[src/rtl/keypad_msg_tx_buffer.sv]
`default_nettype none
// ============================================================================
// keypad_msg_tx_buffer : collects key bytes into an editable message and
// streams it to a byte transmitter over a ready/strobe handshake.
// Revision: 1.0
// ============================================================================
module keypad_msg_tx_buffer #(
  parameter int                DATA_W      = 8,
  parameter int                DEPTH       = 16,
  parameter logic [DATA_W-1:0] SEND_CODE   = 8'h0D,
  parameter logic [DATA_W-1:0] BKSP_CODE   = 8'h08,
  parameter logic [DATA_W-1:0] CLR_CODE    = 8'h1B,
  parameter int                PAD_EN      = 0,
  parameter logic [DATA_W-1:0] PAD_CHAR    = 8'h20,
  parameter int                ACK_TIMEOUT = 15
) (
  input  logic                       clk,
  input  logic                       nrst,
  input  logic [DATA_W-1:0]          key_data,
  input  logic                       key_valid,
  input  logic                       transmit_ready,
  output logic [DATA_W-1:0]          data_send,
  output logic                       tx_ctrl,
  output logic [$clog2(DEPTH+1)-1:0] msg_count,
  output logic                       full,
  output logic                       busy,
  output logic                       overflow,
  output logic                       done
);

  localparam int CW = $clog2(DEPTH + 1);
  localparam int IW = $clog2(DEPTH);
  localparam int TW = (ACK_TIMEOUT > 0) ? $clog2(ACK_TIMEOUT + 1) : 1;

  typedef enum logic [1:0] {
    COLLECT  = 2'd0,
    WAIT_RDY = 2'd1,
    WAIT_ACK = 2'd2,
    DONE     = 2'd3
  } state_t;

  state_t            state;
  state_t            next_state;
  logic [DATA_W-1:0] msg_mem [DEPTH];
  logic [IW-1:0]     idx;
  logic [CW-1:0]     len;
  logic [TW-1:0]     timer;

  logic          key_seen;
  logic          is_send;
  logic          is_bksp;
  logic          is_clr;
  logic          is_char;
  logic [CW-1:0] send_len;
  logic          send_go;
  logic          strobe;
  logic          timeout_hit;
  logic          accept;
  logic          last;

  assign full = (msg_count == CW'(DEPTH));
  assign busy = (state != COLLECT);
  assign done = (state == DONE);

  always_ff @(posedge clk) begin
    if (!nrst) state <= COLLECT;
    else       state <= next_state;
  end

  always_comb begin
    key_seen    = key_valid && (state == COLLECT);
    is_send     = key_seen && (key_data == SEND_CODE);
    is_bksp     = key_seen && (key_data == BKSP_CODE);
    is_clr      = key_seen && (key_data == CLR_CODE);
    is_char     = key_seen && !is_send && !is_bksp && !is_clr;
    send_len    = (PAD_EN != 0) ? CW'(DEPTH) : msg_count;
    send_go     = is_send && (send_len != '0);
    strobe      = (state == WAIT_RDY) && transmit_ready;
    // A zero timeout means the handshake never self-completes.
    timeout_hit = (ACK_TIMEOUT > 0) && (timer == '0);
    accept      = (state == WAIT_ACK) && (!transmit_ready || timeout_hit);
    last        = (CW'(idx) == (len - CW'(1)));
    next_state  = state;
    case (state)
      COLLECT:  if (send_go) next_state = WAIT_RDY;
      WAIT_RDY: if (transmit_ready) next_state = WAIT_ACK;
      WAIT_ACK: if (accept) next_state = last ? DONE : WAIT_RDY;
      DONE:     next_state = COLLECT;
      default:  next_state = COLLECT;
    endcase
  end

  always_ff @(posedge clk) begin
    if (!nrst) begin
      msg_count <= '0;
      idx       <= '0;
      len       <= '0;
      timer     <= '0;
      data_send <= '0;
      tx_ctrl   <= 1'b0;
      overflow  <= 1'b0;
    end else begin
      tx_ctrl <= strobe;
      if (strobe) begin
        data_send <= (CW'(idx) < msg_count) ? msg_mem[idx] : PAD_CHAR;
        timer     <= TW'(ACK_TIMEOUT);
      end else if ((state == WAIT_ACK) && (timer != '0)) begin
        timer <= timer - TW'(1);
      end

      if (send_go) begin
        len <= send_len;
        idx <= '0;
      end
      if (accept && !last) idx <= idx + IW'(1);
      if (accept && last) msg_count <= '0;

      if (is_bksp && (msg_count != '0)) msg_count <= msg_count - CW'(1);
      if (is_clr) begin
        msg_count <= '0;
        overflow  <= 1'b0;
      end
      if (is_char) begin
        if (!full) msg_count <= msg_count + CW'(1);
        else       overflow  <= 1'b1;
      end
    end
  end

  // Storage is not reset; msg_count alone defines which entries are valid.
  always_ff @(posedge clk) begin
    if (is_char && !full) msg_mem[msg_count[IW-1:0]] <= key_data;
  end

endmodule
`default_nettype wire
[config.mk]
export PLATFORM = sky130hd
export DESIGN_NAME = keypad_msg_tx_buffer
export DESIGN_NICKNAME = d
export VERILOG_FILES = /design/src/rtl/keypad_msg_tx_buffer.sv
export SDC_FILE = /design/constraint.sdc
export NUM_CORES = 1
export LEC_CHECK = 0
export CORE_ASPECT_RATIO = 1.5
export CORE_MARGIN = 2
export CORE_UTILIZATION = 50
export CTS_BUF_LIST = sky130_fd_sc_hd__clkbuf_8
export DETAILED_ROUTE_END_ITERATION = 8
export GPL_TIMING_DRIVEN = 0
export HOLD_SLACK_MARGIN = 0.15
export PLACE_DENSITY = 0.75
export SYNTH_ARGS = -nofsm -noshare
export SYNTH_HDL_FRONTEND = slang
export SYNTH_SLANG_ARGS = --single-unit
export TNS_END_PERCENT = 50
[constraint.sdc]
create_clock -name clk -period 3.15 [get_ports clk]
set_clock_uncertainty 0.05 [all_clocks]
set_input_delay 0.945 -clock clk [delete_from_list [all_inputs] [get_ports clk]]
set_output_delay 0.945 -clock clk [all_outputs]
set_load 0.03 [all_outputs]
# After elaboration in Yosys (flattened, before gate mapping)
# Memories as Yosys holds them, arrays and structs flattened. A register that Yosys moved wholly into a read port is not among the register bits.
# Index checks and enable logic that the tools add are counted.
[classes]
addsub = 5
magnitude_cmp = 1
n_eq_ne = 11
mux = 22
n_reduce_logical = 30
[op_table]
columns = ["operator", "count"]
rows = [
  ["5-bit two-way mux", 5],
  ["4-bit two-way mux", 6],
  ["8-bit by 4-bit == test with 1-bit output (second input constant)", 2],
  ["1-bit logical AND", 15],
  ["5-bit by 1-bit subtractor with 5-bit output (second input constant)", 2],
  ["8-bit by 5-bit == test with 1-bit output (second input constant)", 1],
  ["2-bit two-way mux", 4],
  ["8-bit two-way mux", 1],
  ["2-bit one-hot mux with 4 select lines", 1],
  ["1-bit logical NOT", 6],
  ["2-bit inequality test (second input constant)", 3],
  ["2-bit nonzero test", 3],
  ["5-bit by 1-bit adder with 5-bit output (second input constant)", 1],
  ["4-bit by 5-bit == test with 1-bit output", 1],
  ["5-bit == test (second input constant)", 1],
  ["4-bit by 5-bit less-than comparator with 1-bit output", 1],
  ["1-bit two-way mux", 5],
  ["5-bit nonzero test", 1],
  ["4-bit by 1-bit adder with 4-bit output (second input constant)", 1],
  ["2-bit == test (second input constant)", 2],
  ["4-bit logical NOT", 1],
  ["4-bit nonzero test", 1],
  ["4-bit by 1-bit subtractor with 4-bit output (second input constant)", 1],
  ["3-bit AND reduction", 1],
  ["3 further kinds", 3],
]
[word_totals]
regBits = 30
ramBits = 128
inputBits = 12
output_inout_bits = 18
wordCells = 78
n_memories = 1
[mem_list]
columns = ["name", "words", "width", "read_ports", "rd_clocked_by_memory_dff", "write_ports", "line_no", "text"]
rows = [
  ["msg_mem", 16, 8, 1, 1, 1, "44", "logic [DATA_W-1:0] msg_mem [DEPTH];"],
]

# Depth between registers and ports, before layout
[logic_depth]
word_depth = 10
mapped_depth = 8
mapped_depth_nobuf = 7

# Least setup slack after synthesis
# Ideal clock, no wire load.
[synth_path]
path_type = "in2reg"
start = "in key_data[2]"
end = "mem msg_mem[4][0] (enable)"
setup_ns = 0.395
t_arrival_ns = 2.580
t_required_ns = 2.705
setup_slack_ns = 0.125
cell_stages = 5
n_path_buf = 1
cell_sequence = "nor4bb_2 -> o31a_2 -> nand2b_1 -> buf_2 -> nor4_1"
[synth_via]
elab_chain_cells = 9
elab_cells_between_ends = 15
classes_between = "3 x eq/ne; 2 x mux; 10 x reduce/logical"
[synth_lines]
columns = ["item", "line_no", "text"]
rows = [
  ["start: declaration", "19", "input logic [DATA_W-1:0] key_data,"],
  ["8-bit by 4-bit == test with 1-bit output", "72", "is_send = key_seen && (key_data == SEND_CODE);"],
  ["1-bit logical AND", "72", ""],
  ["1-bit logical NOT", "75", "is_char = key_seen && !is_send && !is_bksp && !is_clr;"],
  ["1-bit logical AND (2 in series)", "75", ""],
  ["1-bit logical AND *", "75", ""],
  ["1-bit logical AND *", "132", "if (is_char && !full) msg_mem[msg_count[IW-1:0]] <= key_data;"],
  ["1-bit two-way mux *", "132", ""],
  ["1-bit two-way mux (implied by the code) *", "132", ""],
  ["end: declaration", "44", ""],
]
# Mark *: on every way between the ends. The rest lies on a longest branch, timed or not.

# Worst setup path after layout
[layout_path]
start = "in key_data[2]"
end = "mem msg_mem[6][1] (enable)"
# The elaborated chain is that of the path after synthesis.

==> impl_metrics.py <==
metrics = {
    "yosys": {
        "syn_area_mm2": 0.00674,
        "synth_compound_area_frac": 0.0694,
        "synthFlopType": "edfxtp_1",
        "async_flop_share": 0,
        "ys_top_cells_by_area": "edfxtp_1 57%, mux4_2 11%, dfxtp_1 10%",
        "postSynthCellCount": 418,
        "postSynthRegisterBits": 162,
        "synth_top_family_by_area": "multiplexers",
        "yosys.area.top_type": "edfxtp_1",
        "yosys.area.top_type_share": 0.570,
        "synth-seq-area-share": 0.671,
        "synthXorXnorAreaFrac": 0.0137,
        "yosys_warnings": 0,
        "synth_fa_ha_area_frac": 0.0186,
        "synth.avg_cell_area_um2": 16.1,
        "synthSimpleGateAreaFrac": 0.0933,
        "synth_mux_area_frac": 0.113,
        "syn_nets": 440,
        "synth_edf_count": 128,
        "ys_types": 62,
    },
    "finish": {
        "fillers": 996,
        "n_antenna_cell": 0,
        "area_growth_pct": 14.5,
        "drive_gt1_frac": 0.220,
        "final_nets": 491,
    },
    "setup_path": {
        "crit_path_end_kind": "flip-flop",
        "crit_required_ns": 3.18,
        "startpoint_type": "input port",
        "crit_arrival_ns": 3.09,
        "r2r_slack_ns": 0.50,
        "worstSetupPathType": "input port to flip-flop",
        "worstPathMaxFanout": 19,
    },
    "detailed_routing": {
        "vias_per_cell": 6.10,
        "route.met3.wl_um": 579,
        "drt-pass1-iter-count": 4,
        "dr_wl_met2_um": 7650,
        "ant_nets": 0,
        "wl_met1_um": 5330,
        "wirelength_um": 14100,
        "drc": 0,
        "drt_iter0_markers": 390,
        "top_layer": "met4",
        "vias": 3930,
        "wl_per_cell_um": 21.9,
    },
    "sta": {
        "setup_slack_ns": 0.0890,
        "layout_min_cycle_time_ns": 3.06,
        "finalCritPeriodShare": 0.972,
        "rsz0062_at_grt": "false",
        "hold_viol_final": 0,
        "worst_slew_pin_slew_ns": 0.773,
        "setup_violations": 0,
        "max-slew-margin-rel": 0.485,
        "timing_max_transition_violations_final": 0,
        "max_freq_mhz": 327,
    },
    "floorplanning": {
        "dieWidth_um": 98.8,
        "core_area_mm2": 0.0133,
        "row_count": 52,
        "io_pins": 30,
        "start_util": 0.506,
        "die_y_um": 146,
        "die_area_mm2": 0.0144,
    },
    "cts": {
        "htree_levels": 4,
        "cts-root-buf": "clkbuf_8",
        "clock_path_buffers": 2,
        "cts_tree": "done",
        "clkTransAtPathRegs_ns": 0.08,
        "cts.sinks": 162,
        "cts_hold_buf": 0,
        "clk_latency_ns": 0.44,
        "cts_buffers": 17,
    },
    "global_routing": {
        "first_global_vias": 4020,
        "grt_pass1_wl_um": 22100,
        "grt_use_total": 0.206,
        "grt_overflow": 0,
        "grt_max_degree": 20,
        "antenna_found_initial": 0,
    },
    "power": {
        "p_per_area_mw_per_mm2": 539,
        "total_power_w": 0.00416,
        "cellLeakagePower_nw": 2.57,
        "vdd_drop_max_v": 0.000264,
    },
    "placed_design": {
        "numPortBuffers": 29,
        "place_congestion": 0.914,
        "dp_hpwl_um": 9680,
        "pre_cts_ws_ns": -0.889,
    },
    "run_status": {
        "status": "finished, final reports clean",
    },
    "flow_run": {
        "max-cap-violations": 0,
    },
    "worst_hold_path": {
        "hp-class": "flip-flop to flip-flop",
    },
}
[critical path, stage by stage]
cell	delay [ns]
clkdlybuf4s15_2	0.43
and4b_1	0.27
o31a_2	0.33
nand2b_1	0.15
buf_2	0.21
nor3_1	0.25
and2_1	0.48
[synthesized netlist by cell type, types with 2 or more instances]
cell type  number
edfxtp_1      128
dfxtp_1        34
mux4_2         32
nor2_1         23
a21oi_1        19
nand2_1        16
inv_1          13
a22oi_1        12
buf_2          11
ha_1           10
nand3_1         9
and2_1          8
nor3_1          8
a22o_1          7
nand2b_1        6
o21ai_0         6
clkbuf_1        5
xor2_1          5
and3_1          4
nor2b_1         4
and4_1          3
mux2i_1         3
nor4_1          3
xnor2_1         3
a211o_1         2
a21o_1          2
nand4_1         2
nor4_2          2
o21a_1          2
o21ai_1         2
o311a_1         2
o31ai_2         2
[cell usage in the layout, fill, tap and decap left out, types with 9 or more instances in the layout]
cell type and count:
ha_1 10, buf_2 11, edfxtp_1 128, a21oi_1 19
dfxtp_1 33, mux4_2 32, clkdlybuf4s50_1 20, nor2_1 22
inv_1 13, nand2_1 16, clkbuf_8 19, nand3_1 9
a22oi_1 12
[stage by stage]
stage,cell area (um2),util,TNS [ns],hold WS [ns],std cells
2_1_floorplan,6740,-,0,0.428,418
3_3_place_gp,7240,0.542,-112.49,0.400,609
3_5_place_dp,7270,0.545,-100.88,0.400,611
4_1_cts,7720,0.579,-0.554,0.415,643
5_1_grt,7720,0.579,0,0.438,644
6_report,7720,0.579,0,0.411,644
[final cells by class]
type / instances / area [um2] / area share
Tap cell: 162 / 203 / 0.0262
Sequential cell: 162 / 4530 / 0.586
Inverter: 14 / 52.6 / 0.00680
Clock inverter: 13 / 184 / 0.0238
Timing Repair Buffer: 32 / 303 / 0.0392
Buffer: 18 / 88.8 / 0.0115
Clock buffer: 19 / 262 / 0.0339
Multi-Input combinational cell: 224 / 2110 / 0.273
[cell families (layout without fill, tap and decap cells)]
family,after synthesis,count (layout)
AOI/OAI and AO/OA,66,66
xor gates and xnor gates,9,9
adders and majority gates,10,10
buffers and inverters,32,96
DFF,162,162
muxes,36,36
and+or+nand+nor,103,103
[worst paths after layout]
path / startpoint / cells past startpoint / to
setup / recovery: key_data[2] / 7 / msg_mem[6][1]
hold / removal: overflow / 2 / overflow
setup reg to reg: msg_count[1] / 7 / msg_mem[11][6]
hold reg to reg: overflow / 2 / overflow
[timing repair]
action	in CTS	in global routing
pin swaps	0	1
cloned	0	0
setup endpoints to repair	127	104
gates resized for setup	17	5
endpoints found under the hold margin	0	0
buffers inserted	0	1
[power by group]
part | switching (W) | total [W] | internal (W)
sequential | 0.0000110 | 0.00234 | 0.00233
combinational | 0.000119 | 0.000181 | 0.0000614
clock | 0.000736 | 0.00164 | 0.000905
[flip-flops by register name, indices dropped and copies added (netlist names), named ones only]
signal     flops
len            5
msg_mem      128
timer          4
overflow       1
tx_ctrl        1
state          2
msg_count      5
idx            4
data_send      8
[layer usage]
metal	track usage	vias up
li1	-	1758
met1	0.237	2005
met2	0.361	140
met3	0.0488	27
met4	0.0904	0
met5	0	-
No activity file was read; power rests on OpenSTA's default activity.
